**src/rtl/kamus_wb_port_arbiter.sv**
```systemverilog
// Regfile write-port arbiter: in-order WB stage vs. a FIFO-buffered long-latency unit.
// Optional macro KAMUS_WB_ARB_BYPASS_EN: an LLU result reaching an idle, empty port is written at once.
module kamus_wb_port_arbiter #(
  parameter int DEPTH      = 4,
  parameter int STARVE_LIM = 8
) (
  input  logic                     clk_i,
  input  logic                     rst_ni,
  input  logic                     pipe_wr_en_i,
  input  logic [4:0]               pipe_rd_addr_i,
  input  logic [31:0]              pipe_wb_data_i,
  input  logic                     llu_valid_i,
  output logic                     llu_ready_o,
  input  logic [4:0]               llu_rd_addr_i,
  input  logic [31:0]              llu_data_i,
  output logic                     stall_o,
  output logic [31:0]              pend_mask_o,
  output logic [$clog2(DEPTH):0]   fifo_cnt_o,
  output logic                     regfile_wr_en_o,
  output logic [4:0]               rd_addr_o,
  output logic [31:0]              wb_data_o
);

  localparam int PW = $clog2(DEPTH);
  localparam int CW = PW + 1;
  localparam int SW = $clog2(STARVE_LIM + 1);

  logic [CW-1:0] cnt_q, cnt_d;
  logic [PW-1:0] wr_ptr_q, wr_ptr_d;
  logic [PW-1:0] rd_ptr_q, rd_ptr_d;
  logic [SW-1:0] starve_q, starve_d;
  logic          stall_q, stall_d;

  logic [4:0]    fifo_rd_mem   [DEPTH];
  logic [31:0]   fifo_data_mem [DEPTH];

  logic          empty, full, pipe_eff, llu_xfer, grant_fifo, bypass, push, pop;
  logic          wr_en;
  logic [4:0]    wr_addr;
  logic [31:0]   wr_data;
  logic [31:0]   pend_mask;
  logic [PW-1:0] offs;

  always_comb begin
    empty      = (cnt_q == '0);
    full       = (cnt_q == CW'(DEPTH));
    pipe_eff   = pipe_wr_en_i && (pipe_rd_addr_i != 5'd0);
    llu_xfer   = llu_valid_i && !full;
    grant_fifo = !empty && (stall_q || !pipe_eff);
`ifdef KAMUS_WB_ARB_BYPASS_EN
    bypass     = empty && llu_xfer && (llu_rd_addr_i != 5'd0) && !pipe_eff && !stall_q;
`else
    bypass     = 1'b0;
`endif
    push       = llu_xfer && (llu_rd_addr_i != 5'd0) && !bypass;
    pop        = grant_fifo;

    wr_en   = 1'b0;
    wr_addr = 5'd0;
    wr_data = 32'd0;
    if (grant_fifo) begin
      wr_en   = 1'b1;
      wr_addr = fifo_rd_mem[rd_ptr_q];
      wr_data = fifo_data_mem[rd_ptr_q];
    end else if (pipe_eff && !stall_q) begin
      wr_en   = 1'b1;
      wr_addr = pipe_rd_addr_i;
      wr_data = pipe_wb_data_i;
    end else if (bypass) begin
      wr_en   = 1'b1;
      wr_addr = llu_rd_addr_i;
      wr_data = llu_data_i;
    end

    cnt_d    = cnt_q + CW'(push) - CW'(pop);
    wr_ptr_d = wr_ptr_q + PW'(push);
    rd_ptr_d = rd_ptr_q + PW'(pop);

    if (empty || grant_fifo) begin
      starve_d = '0;
    end else if (starve_q < SW'(STARVE_LIM)) begin
      starve_d = starve_q + SW'(1);
    end else begin
      starve_d = starve_q;
    end

    // Force a drain cycle once the FIFO is full or its head has waited too long.
    stall_d = (cnt_d != '0) && ((cnt_d == CW'(DEPTH)) || (starve_d >= SW'(STARVE_LIM)));
  end

  // Entries between the read pointer and cnt_q slots later are the live ones.
  always_comb begin
    pend_mask = '0;
    offs      = '0;
    for (int i = 0; i < DEPTH; i++) begin
      offs = PW'(i) - rd_ptr_q;
      if ({1'b0, offs} < cnt_q) begin
        pend_mask[fifo_rd_mem[i]] = 1'b1;
      end
    end
    pend_mask[0] = 1'b0;
  end

  always_comb begin
    llu_ready_o     = rst_ni && !full;
    stall_o         = rst_ni && stall_q;
    fifo_cnt_o      = rst_ni ? cnt_q : '0;
    pend_mask_o     = rst_ni ? pend_mask : '0;
    regfile_wr_en_o = rst_ni && wr_en;
    rd_addr_o       = rst_ni ? wr_addr : 5'd0;
    wb_data_o       = rst_ni ? wr_data : 32'd0;
  end

  always_ff @(posedge clk_i) begin
    if (!rst_ni) begin
      cnt_q    <= '0;
      wr_ptr_q <= '0;
      rd_ptr_q <= '0;
      starve_q <= '0;
      stall_q  <= 1'b0;
    end else begin
      cnt_q    <= cnt_d;
      wr_ptr_q <= wr_ptr_d;
      rd_ptr_q <= rd_ptr_d;
      starve_q <= starve_d;
      stall_q  <= stall_d;
    end
  end

  always_ff @(posedge clk_i) begin
    if (push) begin
      fifo_rd_mem[wr_ptr_q]   <= llu_rd_addr_i;
      fifo_data_mem[wr_ptr_q] <= llu_data_i;
    end
  end

endmodule
```
**config.mk**
```make
export PLATFORM = sky130hd
export DESIGN_NAME = kamus_wb_port_arbiter
export DESIGN_NICKNAME = d
export VERILOG_FILES = /design/src/rtl/kamus_wb_port_arbiter.sv
export SDC_FILE = /design/constraint.sdc
export NUM_CORES = 1
export LEC_CHECK = 0
export ABC_AREA = 1
export CAP_MARGIN = 20
export CORE_ASPECT_RATIO = 0.7
export CORE_MARGIN = 5
export CORE_UTILIZATION = 53
export DETAILED_ROUTE_END_ITERATION = 10
export HOLD_SLACK_MARGIN = 0.12
export PLACE_DENSITY = 0.8
export SLEW_MARGIN = 0
export SYNTH_ARGS = -nofsm -noshare
export SYNTH_HDL_FRONTEND = slang
export SYNTH_SLANG_ARGS = --single-unit
```
**constraint.sdc**
```tcl
create_clock -name clk_i -period 5.2 [get_ports clk_i]
set_input_delay 0.52 -clock clk_i [delete_from_list [all_inputs] [get_ports clk_i]]
set_output_delay 0.52 -clock clk_i [all_outputs]
set_load 0.02 [all_outputs]
```
# Word level (Yosys, flattened, before mapping)
# Memory sizes are Yosys's and may differ from the RTL's. A register that Yosys moved wholly into a read port is not among the register bits.
# Cells that the tools add are included.
# totals
register_bits,12
ram_bits,148
inputBits,78
output_inout_bits,75
n_memories,2
# classes
n_addsub,9
n_lt_le_gt_ge,14
eq_ne,2
mux,28
bitwise_logic,3
n_reduce_logical,24
# memory_table
name,depth,width,read_ports,rd_ports_with_merged_regs,write_ports,line_no,source
fifo_data_mem,4,32,1,1,1,35,logic [31:0] fifo_data_mem [DEPTH];
fifo_rd_mem,4,5,5,1,1,34,logic [4:0] fifo_rd_mem [DEPTH];
# ops
op,count
$mux 32,8
$or 32x32->32,3
$lt 5x6->1 const B,4
$demux 1 s5,4
$ge 5x1->1 const B,4
$mux 5,3
$logic_and 1x1->1,13
$lt 2x3->1,4
$reduce_bool 5->1,2
$mux 1,8
$mux 4,2
$eq 3x3->1 const B,2
$add 2x1->2,2
$add 4x1->4 const B,1
$ge 4x4->1 const B,1
$logic_not 1->1,4
$lt 4x4->1 const B,1
$mux 2,2
$sub 1x2->2 const A,2
$sub 2x2->2 const A,2
$add 3x1->3,1
$logic_not 3->1,1
$logic_or 1x1->1,3
$mux 3,1
2 further kinds,2

# Logic depth before layout (Yosys ltp)
# Gate-level depths: netlist (run 1).
# An unclocked memory read counts as a cell.
# logic_depth
word_depth,13
depth_mapped,17
ltp_nobuf,15

# Worst setup path after synthesis (run 1)
# Ideal clock, no wire load.
# synth_timing
path_type,register to register
startpoint,register cnt_q[1]
endpoint,"memory fifo_data_mem[0][0], enable pin"
setup_time_ns,0.478
arrival_time_ns,3.415
required_time_ns,4.722
slack_ns,1.308
stages_incl_launch_ff,5
synth_period_minus_slack_ns,3.892
path_cell_list,dfxtp_1 inv_1 nand3_1 nand3_1 nor3_1
# synth_via
elab_chain_len,6
# synth_lines
element,line_no,source
from (decl),28,"logic [CW-1:0] cnt_q, cnt_d;"
from (signal assigned),122,cnt_q <= cnt_d;
$eq 3x3->1,46,full = (cnt_q == CW'(DEPTH));
$logic_not 1->1,48,llu_xfer = llu_valid_i && !full;
$logic_and 1x1->1,48,
$logic_and 1x1->1,55,push = llu_xfer && (llu_rd_addr_i != 5'd0) && !bypass;
$mux 1,131,if (push) begin
$mux 1 (implied by the code),133,fifo_data_mem[wr_ptr_q] <= llu_data_i;
to (decl),35,
# Every way passes these cells.

# Final worst setup path (run 1)
# layout_timing
startpoint,input port pipe_rd_addr_i[2]
endpoint,output port rd_addr_o[3]
# layout_via
elab_chain_len,7
# layout_lines
element,line_no,source
from (decl),10,"input logic [4:0] pipe_rd_addr_i,"
$reduce_bool 5->1 *,47,pipe_eff = pipe_wr_en_i && (pipe_rd_addr_i != 5'd0);
$logic_and 1x1->1 *,47,
$logic_not 1->1,49,grant_fifo = !empty && (stall_q || !pipe_eff);
$logic_or 1x1->1,49,
$logic_and 1x1->1,49,
$mux 5 *,61,if (grant_fifo) begin
$mux 5 *,110,rd_addr_o = rst_ni ? wr_addr : 5'd0;
to (decl),20,"output logic [4:0] rd_addr_o,"
# Every way passes the cells marked *; elsewhere a longest branch is shown, timed or not.

==> flow_metrics.env, run 1 <==
export IMPL_synth_top_family_by_area="simple AND/OR/NAND/NOR gates"
export IMPL_p_leak_uw=0.00431
export IMPL_finalHoldViolations=0
export IMPL_seqPwrFrac_pct=33.1
export IMPL_fmax_mhz=250
export IMPL_ys_ff_latch=160
export IMPL_hpwl_mm=16.5
export IMPL_ys_seq_area_share_pct=54.5
export IMPL_grt_use_total_pct=25.7
export IMPL_first_global_vias=7182
export IMPL_cts_buffer_depth=2
export IMPL_cts_htree_levels=4
export IMPL_syn_num_nets=1118
export IMPL_vias_per_cell=5.49
export IMPL_grt_pass1_wl_mm=37.4
export IMPL_wirelength_mm=24.1
export IMPL_post_cts_buffers=0
export IMPL_cts_tree="done"
export IMPL_grt_max_degree=47
export IMPL_dr_pass1_iters=5
export IMPL_io_pins=153
export IMPL_ant_nets=0
export IMPL_clkPwrFrac_pct=26.4
export IMPL_clock_sinks=160
export IMPL_hold_path_startpoint="starve_q[1]"
export IMPL_critPathRequiredTime_ps=4680
export IMPL_num_nets_final=1256
export IMPL_yosys_area_top_type_share_pct=51.7
export IMPL_synth_compound_area_share_pct=5.22
export IMPL_rr_endpoint="stall_q"
export IMPL_drt_initial_drc_count=819
export IMPL_yosys_warnings=0
export IMPL_share_comb_of_total_power_pct=40.5
export IMPL_synth_xor_area_share_pct=0.407
export IMPL_regToRegSetupSlack_ps=1870
export IMPL_start_util_pct=53.4
export IMPL_cts_buffers=17
export IMPL_holdBufCountCts=0
export IMPL_syn_area_um2=8600
export IMPL_critical_path_max_fanout=39
export IMPL_ir_drop_v=0.000323
export IMPL_synth_commonest_cells="nor2_1 (322), nand2_1 (213), edfxtp_1 (148)"
export IMPL_fin_crit_sh_pct=77.1
export IMPL_synth_avg_cell_area_um2=8.35
export IMPL_clkTransAtPathRegs_ps=70
export IMPL_slew_headroom_pct=30.1
export IMPL_ff2ff_path_depth=14
export IMPL_placed_area_um2=10200
export IMPL_synthTopCellsByArea="edfxtp_1 (52%), nor2_1 (14%), nand2_1 (9.3%), nand3_1 (4.2%), o22ai_1 (3.9%)"
export IMPL_drv_slew=0
export IMPL_setup_ws_ps=1190
export IMPL_die_w_um=162
export IMPL_area_growth_pct=26.2
export IMPL_worstSetupEndpointType="output port"
export IMPL_synthMuxAreaShare_pct=0
export IMPL_root_buffer="clkbuf_16"
export IMPL_synth_most_common_cell="nor2_1"
export IMPL_drc=0
export IMPL_portBuffers=151
export IMPL_path_class="in -> out"
export IMPL_gp_congestion=0.991
export IMPL_tns_ps=0
export IMPL_p_per_area_nw_per_um2=464
export IMPL_crit_arrival_ps=3490
export IMPL_p_switching_uw=2000
export IMPL_outcome="completed"
export IMPL_synthArstFlopShare_pct=0
export IMPL_synthAdderAreaFrac_pct=1.54
export IMPL_coreArea_um2=16100
export IMPL_r2r_start="cnt_q[2]"
export IMPL_synth_simple_area_share_pct=32.1
export IMPL_finalClockSkew_ps=8.06
export IMPL_overflow=0
export IMPL_min_to="starve_q[1]"
export IMPL_drv_cap=0
export IMPL_synth_edf_count=148
export IMPL_vias=7613
export IMPL_drive_above_1_share_pct=7.87
export IMPL_syn_inst=1030
export IMPL_yosysTopAreaCell="edfxtp_1"
export IMPL_antenna_found_initial=0
export IMPL_hold_class="reg -> reg"
export IMPL_min_path_cells=2
export IMPL_synth_cell_type_count=37
export IMPL_stdcell_area_um2=10900
export IMPL_die_area_um2=18900
export IMPL_clk_latency_ps=420
export IMPL_netSwitchingFraction_pct=39.7
export IMPL_rsz0062_at_grt="false"
export IMPL_min_period_ps=4010
export IMPL_wl_per_cell_um=17.4
export IMPL_rows=39
export IMPL_synth_main_ff_cell="edfxtp_1"
export IMPL_die_h_um=117
export IMPL_worstMarginPinSlew_ps=1050
export IMPL_hold_slack_ps=528
export IMPL_setup_viol_count_final=0
export IMPL_cts_resized=0
export IMPL_cp_start_kind="input port"
export IMPL_p_int_uw=3030
export IMPL_dpl_worst_slack_ps=1150
[flip-flops by register name (all words and copies together) (netlist names)]
| name | count |
|---|---|
| cnt_q | 3 |
| wr_ptr_q | 2 |
| fifo_data_mem | 128 |
| fifo_rd_mem | 20 |
| starve_q | 4 |
| stall_q | 1 |
| rd_ptr_q | 2 |
[per-stage QoR]
| stage | power (uW) | std cells | util (%) |
|---|---|---|---|
| floorplan | 3100 | 1030 | - |
| global placement | 3670 | 1354 | 63.4 |
| detailed placement | 3700 | 1354 | 63.4 |
| CTS | 5020 | 1386 | 67.4 |
| global route | 5310 | 1386 | 67.4 |
| finish | 5030 | 1387 | 67.4 |
[kinds of logic (layout without fill, tap and decap cells)]
group,count (synthesis),count (layout)
xor+xnor,4,4
other cells,1,2
simple gates,665,665
buf+inv,117,268
flops,160,160
fa+ha+maj,10,10
compound gates,73,73
[cells in the final DEF, fill, tap and decap left out, types with 5 or more instances in the layout]
cell / count
inv_8: 6
nand2_1: 213
clkbuf_16: 17
clkdlybuf4s50_1: 151
ha_1: 9
dfxtp_1: 12
nor2_1: 322
inv_1: 68
edfxtp_1: 148
o21ai_0: 12
buf_4: 12
nand2_2: 8
nand3_1: 72
or2_2: 22
o22ai_1: 54
nand4_1: 8
inv_6: 5
[critical path, stage by stage]
cell and delay [ps]:
clkdlybuf4s50_1 500, nor2_1 180, nand4_2 300, nand2_2 350
nand2_2 540, nand2_1 220, nand2_1 70, nor2_1 150
clkdlybuf4s50_1 630
[per-layer routing]
layer | GRT usage, % | wire [um] | vias up
met1 | 34.7 | 10400 | 3502
met5 | 0 | 0 | -
met4 | 6.76 | 334 | 0
li1 | - | - | 3678
met3 | 8.25 | 2640 | 36
met2 | 40.8 | 10700 | 397
[worst max-delay path by stage]
stage                     slack (ps)  cells past startpoint              start                  end
after floorplan                 1310                      4           cnt_q[1]  fifo_data_mem[0][0]
after global placement          1230                     16  pipe_rd_addr_i[2]              stall_q
after detailed placement        1150                     16  pipe_rd_addr_i[2]              stall_q
after CTS                       1240                     10           cnt_q[1]      pend_mask_o[19]
after global routing             980                     10           cnt_q[1]      pend_mask_o[19]
final                           1190                      9  pipe_rd_addr_i[2]         rd_addr_o[3]
[power groups by stage]
stage	Combinational, uW	Clock [uW]	Sequential [uW]
CTS	2020	1340	1670
global route	2230	1400	1680
floorplan	1430	0	1670
detailed placement	2010	0	1690
finish	2040	1330	1670
global placement	1980	0	1690
[cell type report]
type,count,area [um2]
fill,1281,5250
timing repair buffer,163,1600
sequential,160,4680
inverter,73,277
multi-input combinational,753,3400
clock inverter,15,209
tap,205,256
clock buffer,17,425
antenna,1,2.50
(Power assumes the default switching activity.)
==> run 2: changes to the inputs <==
--- a/config.mk
+++ b/config.mk
@@ -9,10 +9,10 @@
 export CAP_MARGIN = 20
 export CORE_ASPECT_RATIO = 0.7
 export CORE_MARGIN = 5
-export CORE_UTILIZATION = 53
+export CORE_UTILIZATION = 48
 export DETAILED_ROUTE_END_ITERATION = 10
 export HOLD_SLACK_MARGIN = 0.12
-export PLACE_DENSITY = 0.8
+export PLACE_DENSITY = 0.77
 export SLEW_MARGIN = 0
 export SYNTH_ARGS = -nofsm -noshare
 export SYNTH_HDL_FRONTEND = slang
==> constraint.sdc (replaced) <==
create_clock -name clk_i -period 3.6 [get_ports clk_i]
set_input_delay 0.36 -clock clk_i [delete_from_list [all_inputs] [get_ports clk_i]]
set_output_delay 0.36 -clock clk_i [all_outputs]
set_load 0.02 [all_outputs]
==> run 2 against run 1 <==
Effect of this change:
- die area is 9.6% higher
- cell area is 1.0% higher
- sequential power is 44% higher
- critical endpoint is now pend_mask_o[19]
- combinational power is 49% higher
- flip-flop and latch count stayed put
- hold slack worse by 6.3 ps
- sequential share of layout area is 0.44 points lower
- power is 44% higher
- final cell count is 3.1% higher
- global-route usage is 1.7 points lower
- via count is 0.16% lower
==> flow_metrics.env, run 2 (synthesis results as in run 1) <==
export IMPL_setup_viol_count_final=0
export IMPL_fin_crit_sh_pct=93.3
export IMPL_clkPwrFrac_pct=24.9
export IMPL_first_global_vias=7317
export IMPL_rows=41
export IMPL_drt_initial_drc_count=729
export IMPL_cpPeakStageDelay_ps=610
export IMPL_p_int_uw=4360
export IMPL_outcome="completed"
export IMPL_die_area_um2=20700
export IMPL_startpoint="cnt_q[1]"
export IMPL_clk_latency_ps=420
export IMPL_area_growth_pct=27.5
export IMPL_rr_endpoint="stall_q"
export IMPL_grt_pass1_wl_mm=38.6
export IMPL_grt_use_total_pct=24.0
export IMPL_io_pins=153
export IMPL_cts_resized=0
export IMPL_path_class="reg -> out"
export IMPL_drc=0
export IMPL_overflow=0
export IMPL_hpwl_mm=17.5
export IMPL_largest_reg_flops=128
export IMPL_path_delay_family="buffers and inverters"
export IMPL_finalHoldViolations=0
export IMPL_critPathRequiredTime_ps=3240
export IMPL_min_period_ps=3360
export IMPL_post_cts_buffers=0
export IMPL_holdBufCountCts=0
export IMPL_worst_path_stages=10
export IMPL_drv_slew=0
export IMPL_share_comb_of_total_power_pct=41.9
export IMPL_drv_cap=0
export IMPL_ir_drop_v=0.000416
export IMPL_total_power_uw=7250
export IMPL_final_cell_mix="nor2_1 (322), nand2_1 (213), clkdlybuf4s50_1 (151)"
export IMPL_die_h_um=122
export IMPL_fmax_mhz=298
export IMPL_p_leak_uw=0.00436
export IMPL_drive_above_1_share_pct=8.79
export IMPL_critical_path_max_fanout=12
export IMPL_rsz0062_at_grt="false"
export IMPL_vias_per_cell=5.32
export IMPL_vias=7601
export IMPL_mostFrequentLayoutCell="nor2_1"
export IMPL_coreArea_um2=17800
export IMPL_cts_tree="done"
export IMPL_regMostFlops="fifo_data_mem"
export IMPL_finalClockSkew_ps=18.0
export IMPL_start_util_pct=48.3
export IMPL_cts_buffer_depth=2
export IMPL_grt_max_degree=47
export IMPL_root_buffer="clkbuf_16"
export IMPL_cts_htree_levels=4
export IMPL_p_per_area_nw_per_um2=661
export IMPL_seqPwrFrac_pct=33.2
export IMPL_slew_headroom_pct=57.5
export IMPL_hold_path_startpoint="starve_q[1]"
export IMPL_ant_nets=0
export IMPL_num_nets_final=1269
export IMPL_clock_sinks=160
export IMPL_crit_end="pend_mask_o[19]"
export IMPL_dr_pass1_iters=6
export IMPL_crit_chain="inv_1 > ha_1 > inv_1 > nor2_1 > nand2_2 > nand3_1 > o21ai_0 > nor2_1 > nor2_1 > clkdlybuf4s50_1"
export IMPL_slowest_stage="clkdlybuf4s50_1"
export IMPL_reg_largest_list="fifo_data_mem (128), fifo_rd_mem (20), starve_q (4)"
export IMPL_hold_class="reg -> reg"
export IMPL_clkTransAtPathRegs_ps=70
export IMPL_p_switching_uw=2900
export IMPL_worstSetupEndpointType="output port"
export IMPL_worstMarginPinSlew_ps=635
export IMPL_tns_ps=0
export IMPL_ff2ff_path_depth=14
export IMPL_antenna_found_initial=1
export IMPL_netSwitchingFraction_pct=39.9
export IMPL_portBuffers=151
export IMPL_wirelength_mm=24.8
export IMPL_cts_buffers=17
export IMPL_gp_congestion=1.06
export IMPL_path_common_cell="nor2_1"
export IMPL_crit_arrival_ps=3000
export IMPL_wl_per_cell_um=17.3
export IMPL_die_w_um=170
export IMPL_r2r_start="cnt_q[2]"
export IMPL_regToRegSetupSlack_ps=950
export IMPL_cp_start_kind="register"
export IMPL_diodes=0
export IMPL_crit_buf_inv=3
run 2: how the worst min path moves through the flow:
stage,end,depth (start not counted)
floorplan,fifo_data_mem[0][0],0
global placement,starve_q[1],2
CTS,starve_q[1],2
global route,starve_q[1],2
detailed placement,starve_q[1],2
finish,starve_q[1],2
run 2: through the flow:
stage          utilization [%]  instance area [um2]  setup slack, ps  hold slack [ps]  cells
2_1_floorplan                -                 8600             -292              459   1030
3_3_place_gp              58.2                10400              680              507   1398
3_5_place_dp              58.2                10400              583              513   1398
4_1_cts                   61.6                11000              233              523   1430
5_1_grt                   61.6                11000             7.55              566   1430
6_report                  61.6                11000              243              521   1430
run 2: routing by layer:
metal	up-vias	track usage (%)	share of wire, %
met5	-	0	0.052
met4	2	6.58	2.0
met3	44	6.78	10
met2	366	36.6	43
met1	3491	34.0	44
li1	3698	-	-
run 2: final cells by class:
class	instances	area [um2]
inverter	73	277
tap	236	295
clock buffer	18	429
fill	1529	6830
timing repair buffer	176	1710
sequential	160	4680
clock inverter	14	171
multi-input combinational	753	3400
run 2: worst register-to-register path: cells and delay by family (launching register included):
family | cells | cell delay (ps)
buffers and inverters | 5 | 400
AO/OA/AOI/OAI | 1 | 40
AND/OR/NAND/NOR | 5 | 750
adder cells (fa/ha/maj) | 3 | 910
flip-flops | 1 | 430
run 2: power groups by stage:
stage	sequential [uW]	combinational [uW]	clock (uW)
6_report	2400	3040	1810
5_1_grt	2430	3320	1920
4_1_cts	2400	3010	1830
3_5_place_dp	2440	3000	0
3_3_place_gp	2430	2990	0
2_1_floorplan	2420	2060	0
==> run 3: changes to the inputs <==
--- a/config.mk
+++ b/config.mk
@@ -6,10 +6,10 @@
 export NUM_CORES = 1
 export LEC_CHECK = 0
 export ABC_AREA = 1
-export CAP_MARGIN = 20
 export CORE_ASPECT_RATIO = 0.7
 export CORE_MARGIN = 5
 export CORE_UTILIZATION = 48
+export CTS_CLUSTER_DIAMETER = 40
 export DETAILED_ROUTE_END_ITERATION = 10
 export HOLD_SLACK_MARGIN = 0.12
 export PLACE_DENSITY = 0.77
==> results of run 3 <==
No change in the layout: final DEF, timing and power equal those of run 2.
